**src/rtl/fetch_register_bank.sv**
```systemverilog
// Register stage that holds the PC, IR, MDR and ALU output for the multicycle core, plus the IR field decode.
// Optional IFETCH_PERF_CNT_EN adds a 32-bit counter of IR loads; without it instr_count is tied to 0.
module fetch_register_bank #(
   parameter int              DATA_W   = 32,
   parameter logic [DATA_W-1:0] RESET_PC = '0
) (
   input  logic              clk,
   input  logic              reset,
   input  logic [DATA_W-1:0] mem_rdata,
   input  logic [DATA_W-1:0] alu_result,
   input  logic              alu_zero,
   input  logic              I_PC_WRITE,
   input  logic              I_BRANCH,
   input  logic [1:0]        I_PC_SRC,
   input  logic              I_IR_WRITE,
   input  logic              I_INSTRUCTION_OR_DATA,
   output logic [DATA_W-1:0] mem_addr,
   output logic [DATA_W-1:0] pc,
   output logic [5:0]        opcode,
   output logic [5:0]        op_function,
   output logic [4:0]        rd,
   output logic [4:0]        rs,
   output logic [4:0]        rt,
   output logic [DATA_W-1:0] imm_sext,
   output logic [DATA_W-1:0] mdr,
   output logic [DATA_W-1:0] alu_out,
   output logic [31:0]       instr_count
);

   logic [DATA_W-1:0] pc_reg;
   logic [DATA_W-1:0] pc_next;
   logic [31:0]       ir_reg;
   logic [DATA_W-1:0] mdr_reg;
   logic [DATA_W-1:0] alu_out_reg;
   logic              pc_en;

   // BNE: a conditional load is taken only when the operands differ.
   assign pc_en = I_PC_WRITE | (I_BRANCH & ~alu_zero);

   always_comb begin
      pc_next = pc_reg;
      case (I_PC_SRC)
         2'b00:   pc_next = alu_result;
         2'b01:   pc_next = alu_out_reg;
         2'b10:   pc_next = {pc_reg[DATA_W-1:26], ir_reg[25:0]};
         default: pc_next = pc_reg;
      endcase
   end

   always_ff @(posedge clk or negedge reset) begin
      if (!reset) begin
         pc_reg      <= RESET_PC;
         ir_reg      <= '0;
         mdr_reg     <= '0;
         alu_out_reg <= '0;
      end else begin
         if (pc_en) begin
            pc_reg <= pc_next;
         end
         if (I_IR_WRITE) begin
            ir_reg <= mem_rdata[31:0];
         end
         mdr_reg     <= mem_rdata;
         alu_out_reg <= alu_result;
      end
   end

`ifdef IFETCH_PERF_CNT_EN
   logic [31:0] instr_count_reg;

   always_ff @(posedge clk or negedge reset) begin
      if (!reset) begin
         instr_count_reg <= '0;
      end else if (I_IR_WRITE) begin
         instr_count_reg <= instr_count_reg + 32'd1;
      end
   end

   assign instr_count = instr_count_reg;
`else
   assign instr_count = '0;
`endif

   assign pc          = pc_reg;
   assign mdr         = mdr_reg;
   assign alu_out     = alu_out_reg;
   assign mem_addr    = I_INSTRUCTION_OR_DATA ? alu_out_reg : pc_reg;
   assign opcode      = ir_reg[31:26];
   assign op_function = ir_reg[5:0];
   assign rd          = ir_reg[25:21];
   assign rs          = ir_reg[20:16];
   assign rt          = ir_reg[15:11];
   assign imm_sext    = {{(DATA_W-16){ir_reg[15]}}, ir_reg[15:0]};

endmodule

```
**config.mk**
```make
export PLATFORM = sky130hd
export DESIGN_NAME = fetch_register_bank
export DESIGN_NICKNAME = d
export VERILOG_FILES = /design/src/rtl/fetch_register_bank.sv
export SDC_FILE = /design/constraint.sdc
export NUM_CORES = 1
export LEC_CHECK = 0
export CELL_PAD_IN_SITES_DETAIL_PLACEMENT = 0
export CELL_PAD_IN_SITES_GLOBAL_PLACEMENT = 2
export CORE_ASPECT_RATIO = 1.5
export CORE_UTILIZATION = 26
export DETAILED_ROUTE_END_ITERATION = 12
export PLACE_DENSITY = 0.87
export RECOVER_POWER = 100
export SYNTH_ARGS = -nofsm -noshare
export SYNTH_HDL_FRONTEND = slang
export SYNTH_SLANG_ARGS = --single-unit
```
**constraint.sdc**
```tcl
create_clock -name clk -period 1.8 [get_ports clk]
set_input_delay 0.27 -clock clk [delete_from_list [all_inputs] [get_ports clk]]
set_output_delay 0.27 -clock clk [all_outputs]
set_load 0.01 [all_outputs]
```
==> results.md, run 1 <==
- number of synthesized flops with an enable pin: 0
- number of unique standard cell types used by synthesis: 20
- async set or reset register ratio after synthesis: 100%
- std cell rows: 65
- arrival time at the worst endpoint: 1470 ps
- biggest area consumer among synthesized cells: dfrtp_1
- worst-case register-to-register setup slack: 500 ps
- maximum number of pins on one net before global-route repair: 53
- Setup Crit Path Kind: flip-flop to primary output
- post-synthesis instance total: 416
- Peak VDD IR: 0.503 mV
- Max Clock Skew: 4.65 ps
- DIE HEIGHT: 181 um
- sequence of cells on the critical path: clkbuf_2 > clkdlybuf4s50_1
- commonest cells in the synthesized netlist: dfrtp_1, mux2_2, buf_4, nor2_1
- crit path max-delay cell type: clkdlybuf4s50_1
- Crit. Startpoint: alu_out[5]$_DFF_PN0_
- RSZ-0062 raised after global routing: false
- Clock transition at path regs: 60 ps
- total clock sinks: 128
- CTS tree: built
- launch point of the worst reg-to-reg path: ir_reg[15]$_DFFE_PN0P_
- cts bufs inserted: 17
- final global-route overflow total: 0
- I/O pin cnt: 292
- proportion of netlist area held by the largest area contributor: 57.5%
- number of nets with antenna violations after routing: 0
- starting utilization of the core area: 26.5%
- cell family with the largest share of critical-path delay: buffers and inverters
- Slew headroom: 53.4%
- number of buffer and inverter stages on the critical path: 2
- CP startpoint kind: flip-flop
- startpoint of the most critical hold path: I_IR_WRITE
- highest net fanout along the worst path: 2
- maximum achievable frequency: 0.576 GHz
- outcome: finished clean
- library cell used as clock root buffer: clkbuf_16
- Pre-antenna DRT Iters: 6
- average cell area after synthesis: 13.4 um^2
- total number of yosys warnings: 0
- core area: 21000 um^2
- slew at the pin closest to its max-slew limit: 700 ps
- half-perimeter wire length of the detailed placement result: 12.0 mm
- class of the worst hold path: input port to flip-flop
- Worst Path Required: 1530 ps
- count of endpoints failing setup in the final report: 0
- flip-flop cell with the highest count after synthesis: dfrtp_1
- routed wirelength normalized by instance count: 17.2 um
- finished layout cell area: 8770 um^2
- Skew-Pair Late Insertion Delay: 420 ps
- DRC violations left: 0
- horizontal extent of the die: 121 um
- Global Route Usage Sum: 15.4%
- Crit path largest cell delay: 550 ps
- vias in the first global route: 4413
- wire length of the first global-routing pass: 25.1 mm
- floorplan die area: 22000 um^2
- routed wire length: 16.2 mm
- number of max-slew violations in the final report: 0
- layout filler cell count: 2025
- post-route fraction of the period consumed by the critical path: 96.5%
- Starting DRT DRC Count: 187
- htree depth: 4
- via/cell ratio: 4.34
- cell with the most instances after synthesis: dfrtp_1
- Placed Area: 8260 um^2
- antenna violations before repair: 2
- share of layout cells above drive strength 1: 19.8%
- register area share after synthesis: 57.5%
- TNS Setup: 0 ps
- leading post-synthesis cells by cell area: dfrtp_1, mux2_2, buf_4, mux2_4, a22oi_1
- endpoint class of the critical path: primary output
- Layout Area Growth over Synthesis: 57.5%
- number of nets in the layout: 739
- maximum buffer depth of the clock tree: 2
- via count of the routed design: 4095
- number of buffers inserted by port buffering: 259
- FF+latch count, synth: 128
- area of the mapped netlist: 5570 um^2
- count of maximum capacitance violations: 0
- Period minus WS final: 1740 ps
- static leakage: 3.88 nW
- global placement routability congestion: 0.783
- Fin. Hold Viols: 0
- power per cell area: 1020 nW/um^2
## what timing repair did
action	4_1_cts	5_1_grt
buffers inserted	3	0
gates resized for setup	34	9
endpoints found under the setup margin	50	10
hold endpoints to repair	22	0
hold buffers	1	0
## cell usage in the layout (no fill, tap or decap), types with 9 or more instances in the layout
cell type,count
a22oi_1,26
dlygate4sd2_1,32
inv_1,9
dfrtp_1,126
mux2_1,20
dlygate4sd3_1,181
conb_1,32
a21oi_1,26
clkdlybuf4s50_1,36
nor2_1,27
clkbuf_16,17
mux2_2,72
## metal layers
layer,vias up,wire length (um),global-route usage (%)
met5,-,10,0
met3,29,970,3.91
li1,1856,-,-
met2,197,8840,27.7
met1,2011,5860,16.0
met4,2,551,8.79
## kinds of logic (layout without fill, tap and decap cells)
family	after synthesis	count (layout)	synth area share (%)
and+or+nand+nor	34	34	2.61
AOI/OAI and AO/OA	60	60	6.88
DFF	128	128	57.5
muxes	96	96	20.8
adders and majority gates	4	4	0.899
other	1	34	0.0674
buffers and inverters	93	319	11.3
## through the flow
step	cells	power, mW	setup WS, ps	utilization (%)	hold slack (ps)
5_1_grt	942	9.31	10.9	41.8	405
3_5_place_dp	907	5.78	-185	39.4	162
2_1_floorplan	447	4.47	323	-	-25.6
4_1_cts	941	9.25	3.58	42.2	291
6_report	943	8.91	62.8	41.8	391
3_3_place_gp	907	5.74	-141	39.4	163
## area by class of cell
| cell class | instances | area (um^2) | share of cell area, % |
|---|---|---|---|
| multi-input cells | 226 | 1800 | 20.5 |
| clock inverters | 12 | 169 | 1.93 |
| flip-flops and latches | 128 | 3210 | 36.6 |
| clock buffers | 18 | 429 | 4.89 |
| diodes | 2 | 5.00 | 0.0571 |
| inverters | 9 | 33.8 | 0.385 |
| repair buffers | 280 | 2790 | 31.9 |
| well taps | 268 | 335 | 3.82 |
## report_power, final
| part | switching, mW | leakage, nW | internal [mW] | total [mW] |
|---|---|---|---|---|
| Clock | 1.22 | 0.291 | 2.28 | 3.51 |
| Combinational | 0.858 | 2.08 | 1.10 | 1.96 |
| Sequential | 0.252 | 1.50 | 3.18 | 3.44 |
## worst paths after layout
path	cells after the start	to
max	2	alu_out[5]
min	3	ir_reg[2]$_DFFE_PN0P_
max reg2reg	4	pc[15]$_DFFE_PN0P_
min reg2reg	1	ir_reg[27]$_DFFE_PN0P_
max in group asynchronous	3	mdr[23]$_DFF_PN0_
min in group asynchronous	2	pc[22]$_DFFE_PN0P_
## worst min-delay path: cells and delay by family
kind                   cells  cell delay, ps
buffers and inverters      2             310
muxes                      1             190
Power figures use the tool's default switching activity.
==> run 2, diff against run 1 <==
--- a/config.mk
+++ b/config.mk
@@ -12,6 +12,7 @@
 export DETAILED_ROUTE_END_ITERATION = 12
 export PLACE_DENSITY = 0.87
 export RECOVER_POWER = 100
+export REMOVE_ABC_BUFFERS = 1
 export SYNTH_ARGS = -nofsm -noshare
 export SYNTH_HDL_FRONTEND = slang
 export SYNTH_SLANG_ARGS = --single-unit
==> run 2 against run 1 <==
Via count fell by 0.71%. Worst setup slack improved by 5.9 ps. Clock power fell by 5%. Sequential share of layout area rose by 0.085 points. Power fell by 2.3%. First-iteration DRC count fell by 22%. Critical path type is now input port to flip-flop. Largest power group is now sequential cells. Highest routed layer is now met4.
==> results.md, run 2 (synthesized netlist as in run 1, its figures left out) <==
- floorplan die area: 22000 um^2
- class of the worst hold path: input port to flip-flop
- maximum buffer depth of the clock tree: 2
- crit path max-delay cell type: clkdlybuf4s50_1
- Setup Crit Path Kind: input port to flip-flop
- RSZ-0062 raised after global routing: false
- wire length of the first global-routing pass: 23.3 mm
- highest net fanout along the worst path: 14
- via count of the routed design: 4066
- endpoint class of the critical path: flip-flop
- core area: 21000 um^2
- share of layout cells above drive strength 1: 20.4%
- Peak VDD IR: 0.524 mV
- number of max-slew violations in the final report: 0
- Worst Path Required: 2090 ps
- end-of-flow core utilization: 41.7%
- Switching Share: 27.7%
- via/cell ratio: 4.32
- arrival time at the worst endpoint: 2020 ps
- number of nets with antenna violations after routing: 0
- post-route fraction of the period consumed by the critical path: 96.2%
- starting utilization of the core area: 26.5%
- routed wirelength normalized by instance count: 16.0 um
- Crit path largest cell delay: 510 ps
- horizontal extent of the die: 121 um
- library cell used as clock root buffer: clkbuf_16
- global placement routability congestion: 0.729
- total clock sinks: 128
- Period minus WS final: 1730 ps
- leading cell types in the layout, fill and taps excluded: dlygate4sd3_1, dfrtp_1, mux2_2, conb_1, dlygate4sd2_1
- design internal power: 6.29 mW
- number of nets in the layout: 737
- cts bufs inserted: 17
- power per cell area: 995 nW/um^2
- vias in the first global route: 4280
- I/O pin cnt: 292
- Fin. Hold Viols: 0
- commonest non-fill, non-tap cell in the layout: dlygate4sd3_1
- CTS tree: built
- std cell rows: 65
- Starting DRT DRC Count: 145
- proportion of power drawn by the clock network: 38.2%
- Global Route Usage Sum: 13.9%
- count of endpoints failing setup in the final report: 0
- CP startpoint kind: input port
- htree depth: 4
- portion of total power attributed to sequential cells: 39.3%
- routed wire length: 15.1 mm
- Pre-antenna DRT Iters: 4
- DIE HEIGHT: 181 um
- Layout Area Growth over Synthesis: 57.1%
- number of buffers inserted by port buffering: 259
- sequence of cells on the critical path: clkdlybuf4s50_1 > inv_1 > ha_1 > buf_2 > a22oi_1 > a21oi_1 > mux2_1
- count of maximum capacitance violations: 0
- layout filler cell count: 1984
- Slew headroom: 38.2%
- static leakage: 3.82 nW
- slew at the pin closest to its max-slew limit: 927 ps
- Max Clock Skew: 5.63 ps
- outcome: finished clean
- maximum achievable frequency: 0.578 GHz
- Power Total: 8.70 mW
- Skew-Pair Late Insertion Delay: 410 ps
- combinational cell fraction of total power: 22.4%
- Clock transition at path regs: 60 ps
- final global-route overflow total: 0
- maximum number of pins on one net before global-route repair: 71
- half-perimeter wire length of the detailed placement result: 11.5 mm
- Net Sw Power: 2.41 mW
- antenna violations before repair: 2
- DRC violations left: 0
run 2: changes by cell type in the layout (fill, tap and decap cells not counted), sizes merged:
cell,before,now
clkinvlp,2,4
clkinv,6,4
dlygate4sd3,181,199
bufinv,4,1
clkdlybuf4s50,36,23
diode,2,1
buf,17,18
clkdlybuf4s25,0,1
inv,9,13
clkbuf,24,22
dlymetal6s2s,8,2
run 2: metal layers:
| metal | vias up | GRT usage, % | wire length (um) |
|---|---|---|---|
| met3 | 11 | 3.47 | 786 |
| met5 | - | 0 | 0 |
| li1 | 1838 | - | - |
| met2 | 193 | 26.9 | 8750 |
| met4 | 0 | 5.04 | 179 |
| met1 | 2024 | 14.0 | 5370 |
run 2: repair_timing:
item | 4_1_cts | 5_1_grt
hold endpoints to repair | 128 | 0
endpoints found under the setup margin | 50 | 5
hold buffers | 1 | 0
setup buffers | 2 | 0
gates resized for setup | 34 | 3
run 2: worst paths after layout:
path	from	endpoint	slack [ps]	cells after the start
min	I_IR_WRITE	ir_reg[10]$_DFFE_PN0P_	390	3
min in group asynchronous	reset	mdr[27]$_DFF_PN0_	650	3
min reg2reg	ir_reg[28]$_DFFE_PN0P_	ir_reg[28]$_DFFE_PN0P_	500	1
max reg2reg	ir_reg[15]$_DFFE_PN0P_	pc[15]$_DFFE_PN0P_	600	4
max in group asynchronous	reset	ir_reg[15]$_DFFE_PN0P_	440	3
max	I_PC_SRC[0]	pc[6]$_DFFE_PN0P_	70	7
run 2: power by group through the flow:
stage	Clock [mW]	Combinational, mW	Sequential (mW)
after global routing	3.56	2.10	3.47
after floorplan	0	0.677	3.61
final	3.33	1.95	3.42
after CTS	3.44	2.20	3.45
after global placement	0	2.23	3.49
after detailed placement	0	2.26	3.50
run 2: final cells by class:
cell class	count	area [um^2]	share of cell area, %
antenna	1	2.50	0.0286
sequential	128	3200	36.6
clock inverter	13	129	1.47
tap	268	335	3.83
multi-input combinational	226	1810	20.7
timing repair buffer	278	2780	31.7
inverter	9	33.8	0.386
clock buffer	19	453	5.18
run 2: critical path, delay by kind of cell:
kind | cells | cell delay, ps
compound gates | 2 | 310
buf+inv | 3 | 840
fa+ha+maj | 1 | 290
mux | 1 | 290
run 2: metrics by stage:
stage               TNS (ps)  cells  cell area (um^2)  setup slack (ps)  hold slack (ps)
finish                     0    942              8750              68.7              394
global route               0    942              8750            0.0669              407
CTS                        0    941              8840              46.3              299
detailed placement     -8110    906              8270              -286              314
global placement       -7470    906              8270              -246              314
floorplan              -6990    363              5090              -269            -25.6
